<file path="src/rtl/ddr_tx_sequencer.sv">
// DDR transmit lane sequencer: serializes stream words two bits per clock onto a data ODDR,
// drives a forwarded-clock ODDR, and owns ODDR reset/CE bring-up after power-up.
module ddr_tx_sequencer #(
    parameter int unsigned WIDTH      = 8,
    parameter int unsigned RST_CYCLES = 4,
    parameter logic        IDLE_LEVEL = 1'b0
) (
    input  logic             clk,
    input  logic             rst_n,
    input  logic             enable,
    input  logic             s_valid,
    output logic             s_ready,
    input  logic [WIDTH-1:0] s_data,
    output logic             dq_d1,
    output logic             dq_d2,
    output logic             fclk_d1,
    output logic             fclk_d2,
    output logic             oddr_ce,
    output logic             oddr_r,
    output logic             busy,
    output logic             word_done
);

    localparam int unsigned Beats = WIDTH / 2;
    localparam int unsigned BeatW = (Beats > 1) ? $clog2(Beats) : 1;
    localparam int unsigned CntW  = (RST_CYCLES > 1) ? $clog2(RST_CYCLES) : 1;
    localparam logic [BeatW-1:0] LastBeat = BeatW'(Beats - 1);
    localparam logic [CntW-1:0]  RstLast  = CntW'(RST_CYCLES - 1);
    localparam logic             OneBeat  = (Beats == 1);

    typedef enum logic [1:0] {StRst, StIdle, StShift} state_e;

    state_e           state_q;
    logic [CntW-1:0]  rst_cnt_q;
    logic [BeatW-1:0] beat_q;
    logic [WIDTH-1:0] word_q;

    logic [BeatW-1:0] beat_inc;
    logic [WIDTH-1:0] word_nxt;
    logic             accept;
    logic             at_last;

    always_comb begin
        beat_inc = beat_q + 1'b1;
        word_nxt = word_q >> 2;
        accept   = s_valid & s_ready;
        at_last  = (beat_q == LastBeat);
    end

    // word_q holds the not-yet-sent bits right-aligned, so bits [1:0] are always the current pair.
    always_ff @(posedge clk or negedge rst_n) begin
        if (!rst_n) begin
            state_q   <= StRst;
            rst_cnt_q <= '0;
            beat_q    <= '0;
            word_q    <= '0;
            s_ready   <= 1'b0;
            dq_d1     <= IDLE_LEVEL;
            dq_d2     <= IDLE_LEVEL;
            fclk_d1   <= 1'b0;
            fclk_d2   <= 1'b0;
            oddr_ce   <= 1'b0;
            oddr_r    <= 1'b1;
            busy      <= 1'b0;
            word_done <= 1'b0;
        end else begin
            unique case (state_q)
                StRst: begin
                    if (rst_cnt_q == RstLast) begin
                        state_q <= StIdle;
                        oddr_r  <= 1'b0;
                        oddr_ce <= 1'b1;
                        s_ready <= enable;
                    end else begin
                        rst_cnt_q <= rst_cnt_q + 1'b1;
                    end
                end
                StIdle, StShift: begin
                    if (accept) begin
                        state_q   <= StShift;
                        word_q    <= s_data;
                        beat_q    <= '0;
                        dq_d1     <= s_data[0];
                        dq_d2     <= s_data[1];
                        fclk_d1   <= 1'b1;
                        fclk_d2   <= 1'b0;
                        busy      <= 1'b1;
                        word_done <= OneBeat;
                        s_ready   <= OneBeat & enable;
                    end else if (state_q == StShift && !at_last) begin
                        beat_q    <= beat_inc;
                        word_q    <= word_nxt;
                        dq_d1     <= word_nxt[0];
                        dq_d2     <= word_nxt[1];
                        word_done <= (beat_inc == LastBeat);
                        s_ready   <= (beat_inc == LastBeat) & enable;
                    end else begin
                        // Idle, or last beat shown with no follow-on word: park the lane.
                        state_q   <= StIdle;
                        dq_d1     <= IDLE_LEVEL;
                        dq_d2     <= IDLE_LEVEL;
                        fclk_d1   <= 1'b0;
                        fclk_d2   <= 1'b0;
                        busy      <= 1'b0;
                        word_done <= 1'b0;
                        s_ready   <= enable;
                    end
                end
                default: state_q <= StRst;
            endcase
        end
    end

endmodule

</file>
<file path="config.mk">
export PLATFORM = sky130hd
export DESIGN_NAME = ddr_tx_sequencer
export DESIGN_NICKNAME = d
export VERILOG_FILES = /design/src/rtl/ddr_tx_sequencer.sv
export SDC_FILE = /design/constraint.sdc
export NUM_CORES = 1
export LEC_CHECK = 0
export CORE_ASPECT_RATIO = 0.7
export CORE_MARGIN = 2
export CORE_UTILIZATION = 35
export CTS_CLUSTER_SIZE = 8
export DETAILED_ROUTE_END_ITERATION = 8
export SYNTH_ARGS = -nofsm -noshare
export SYNTH_HDL_FRONTEND = slang
export SYNTH_SLANG_ARGS = --single-unit
</file>
<file path="constraint.sdc">
create_clock -name clk -period 1.5 [get_ports clk]
set_input_delay 0.225 -clock clk [delete_from_list [all_inputs] [get_ports clk]]
set_output_delay 0.225 -clock clk [all_outputs]
set_load 0.01 [all_outputs]
</file>
Word level (Yosys, flattened, before mapping)
Index checks and enable logic that the tools add are counted.
{ "op_classes": {"add_sub_neg": 2, "n_mul": 0, "n_div": 0, "n_lt_le_gt_ge": 0, "n_eq_ne": 8, "n_shift": 0, "mux": 21, "bitwise": 3, "reduce_logical": 12} }
{ "op_table": {"columns": ["cell", "count"], "rows": [
  ["$mux W8", 2],
  ["$mux W1", 12],
  ["$reduce_and A2 Y1", 6],
  ["$mux W2", 5],
  ["$eq A2 B2 Y1 const B", 4],
  ["$add A2 B1 Y2 const B", 2],
  ["$ne A2 B2 Y1 const B", 2],
  ["$pmux W2 S2", 1],
  ["$reduce_bool A2 Y1", 2],
  ["$ne A3 B3 Y1 const B", 1],
  ["$and A1 B1 Y1", 2],
  ["$eq A2 B1 Y1 const B", 1],
  ["$logic_not A2 Y1", 1],
  ["$pmux W1 S2", 1],
  ["$reduce_or A2 Y1", 1],
  ["$logic_and A1 B1 Y1", 1],
  ["$logic_not A1 Y1", 1],
  ["$not A1 Y1", 1]
]} }
{ "totals": {"reg_bits": 22, "latchBits": 0, "ram_bits": 0, "mem_bits_ro": 0, "in_bits": 12, "out_inout_bits": 9, "elab_cells": 58, "n_memories": 0} }

Longest topological paths before layout
{ "logic_depth": {"depth_word": 6, "mapped_depth": 7, "depth_no_buf": 6} }

Worst setup path after synthesis
Ideal clock, no wire load.
{ "synth_path": {"kind": "register to register", "start": "register state_q[0]", "end": "register dq_d1", "setup_ns": 0.126, "arrival_time_ns": 1.348, "setup_slack_ns": 0.026, "stages_incl_launch_ff": 7, "cell_sequence": "dfrtp_1 -> inv_1 -> ha_1 -> buf_4 -> and3_4 -> buf_6 -> a221o_1"} }
{ "synth_via": {"elab_chain_len": 4, "word_cells_on_any_way": 6} }
{ "synth_lines": {"columns": ["item", "line", "text"], "rows": [
  ["from (decl)", "33", "state_e state_q;"],
  ["from (signal assigned)", "53", "state_q <= StRst;"],
  ["from (signal assigned)", "70", "state_q <= StIdle;"],
  ["from (signal assigned)", "80", "state_q <= StShift;"],
  ["$eq A2 B2 Y1", "67, 90", null],
  ["$logic_and A1 B1 Y1", "90", "end else if (state_q == StShift && !at_last) begin"],
  ["$mux W1", "90", null],
  ["$mux W1", "79", "if (accept) begin"],
  ["to (signal assigned)", "83", "dq_d1 <= s_data[0];"],
  ["to (signal assigned)", "93", "dq_d1 <= word_nxt[0];"],
  ["to (decl)", "14", "output logic dq_d1,"]
]} }
Parallel ways exist; a longest one is shown, timed or not.
A chain may end at the register's enable or synchronous reset.

Worst setup path in the final report
Same ends and word-level chain as after synthesis.

==> results.yml <==
sta:
  finClkSkew_ps: 1.503
  setup_viol: 0
  finalCritPeriodShare_pct: 96.00
  period_needed_ps: 1440
  fmax_mhz: 694.5
  timing.hold.ws_ps: 296.2
  slew_viol_final: 0
  finalHoldViolCount: 0
worst_setup_path:
  critPathMaxFanout: 6
  worstPathRequired_ps: 1640
  ff2ff_setup_slack_ps: 60
  critPathCaptureType: "flip-flop"
  cp.arrival_ps: 1580
  crit_type: "reg -> reg"
  cp-start-kind: "flip-flop"
  rr_startpoint: "state_q[0]"
  rr_endpoint: "dq_d1"
  rr_worst_depth: 5
cts:
  clk_pin_slew_ps: 70
  cts_hold_buffers: 0
  worstSkewPairLatency_ps: 250
  clockRootBuffer: "clkbuf_8"
  numCtsBuffers: 3
  cts.sinks: 19
  cts_htree_levels: 1
  cts_tree: "yes"
  cts_buffer_depth: 2
final_layout:
  layout_common_cells: "clkdlybuf4s50_1, dfrtp_1, o21ai_0, buf_4, nand2_1"
  area_growth_syn_to_layout_pct: 35.03
  num-nets-final: 130
  drive_gt1_share_pct: 23.42
  final_core_util_pct: 50.63
  layout_commonest_cell: "clkdlybuf4s50_1"
  diodes: 0
  fill_cells: 233
global_route:
  grt_busiest_layer: "met2"
  grtUsageTotal_pct: 13.26
  antenna_found_initial: 0
  use_met2_pct: 22.02
  grt_pass1_wl_mm: 3.001
  grt_max_degree: 20
  grt_use_met3_pct: 4.317
  use_met1_pct: 17.01
  grt_remaining_overflow: 0
  first_global_vias: 664
routing:
  final_antenna_net_count: 0
  route.detailed.drc: 0
  dr.pass1.iters: 4
  drtIter0Drc: 9
  num_vias: 692
  vias_per_cell: 4.772
  wl_per_cell_um: 12.28
  drt-total-wl_mm: 1.780
floorplan:
  dieArea_sq_um: 3110
  die_y_um: 47.27
  io_pins: 21
  initial_utilization_pct: 37.49
  core_area_sq_um: 2496
  die_x_um: 65.81
  rows: 15
run_status:
  status: "completed"
pwr:
  p_leak_nw: 0.5892
  power_density_nw_per_um2: 1697
  peakVddDrop_mv: 0.9165
placed_design:
  io_buffer_count: 19
  routabilityCongestion: 0.7382
  hpwl_mm: 1.430
yosys:
  syn_avg_cell_area_sq_um: 11.28
  yosysTopAreaCell: "dfrtp_1"
  synth_cells: 83
  synth_top_area_share_pct: 48.13
  ys_ff_latch: 19
  synth_cell_types: 30
  ys_warn_count: 0
  syn_area_sq_um: 935.9
  syn_nets: 101
  synth_seq_area_share_pct: 50.94
  synth_area_leaders: "dfrtp_1, ha_1, o21ai_0"
job:
  cap_violations: 0
hold_path:
  hold_path_class: "in -> async"
registers in the layout, summed over array words and instances, names as in the netlist:
register,flops
dq_d2,1
s_ready,1
state_q,2
beat_q,2
oddr_r,1
oddr_ce,1
dq_d1,1
word_done,1
word_q,6
busy,1
rst_cnt_q,2
power by group:
part	internal [W]	switching [W]	total, W
clock network	0.000184	0.000169	0.000354
registers	0.000677	0.000120	0.000797
logic	0.000547	0.000448	0.000994
logic make-up after synthesis:
kind of cell / after synthesis / synth area share (%)
xor+xnor: 1 / 0.9360
fa+ha+maj: 6 / 8.021
compound gates: 23 / 16.58
flops: 19 / 50.94
simple gates: 18 / 11.23
other cells: 1 / 0.4007
mux: 5 / 5.481
buf+inv: 10 / 6.417
per-stage QoR:
stage	setup WS, ps	std cells	total power [W]	area [sq um]	TNS [ps]
finish	60.07	145	0.002145	1264	0
global route	-0.1451	145	0.002301	1264	-0.1451
CTS	5.800	144	0.002088	1245	0
detailed placement	-9.677	140	0.001717	1195	-9.677
global placement	37.48	140	0.001689	1195	0
floorplan	25.73	83	0.001317	935.9	0
worst max-delay path, cell delays in order, from the launching register on:
cell,delay (ps)
dfrtp_1,360
inv_1,80
ha_1,210
and2b_4,180
and3_4,200
a221o_1,290
metal layers:
layer / vias up / share of wire (%)
met1: 329 / 51
met2: 16 / 44
li1: 345 / -
met3: 2 / 4.9
met4: 0 / 0.56
met5: - / 0
repair_timing:
action	CTS	global route
setup buffers	0	1
gates resized for setup	3	3
setup endpoints to repair	3	5
area by class of cell:
class | count | area, sq um | area share [%]
sequential | 19 | 478.0 | 37.82
clock inverter | 1 | 5.005 | 0.3960
timing repair buffer | 29 | 264.0 | 20.89
inverter | 5 | 18.77 | 1.485
multi-input combinational | 54 | 414.1 | 32.77
tap | 34 | 42.54 | 3.366
clock buffer | 3 | 41.29 | 3.267
synthesized netlist by cell type:
cell type,number
buf_4,4
dfrtp_1,18
and2b_1,1
and3_1,2
ha_1,6
dfstp_2,1
a21oi_1,2
a21boi_0,1
a221o_1,2
nand2_4,1
buf_6,1
o32ai_1,1
o21ai_2,1
mux2_2,1
nor2_1,1
and2_1,1
and2_2,1
and2b_4,1
nand3_1,1
and3_4,1
nand2_1,8
xor2_1,1
a21o_1,1
inv_1,5
a32o_1,2
o21ai_0,11
o31ai_1,1
mux2i_1,4
a22o_2,1
conb_1,1
how the worst max path moves through the flow:
| stage | start | end | slack (ps) | cells after the start |
|---|---|---|---|---|
| after global placement | s_valid | dq_d1 | 40 | 5 |
| after detailed placement | state_q[1] | state_q[0] | -10 | 6 |
| after global routing | state_q[0] | dq_d1 | -0.1 | 5 |
| after CTS | s_ready | s_ready | 6 | 1 |
| final | state_q[0] | dq_d1 | 60 | 5 |
| after floorplan | state_q[0] | dq_d1 | 30 | 6 |
(Power assumes the default switching activity.)
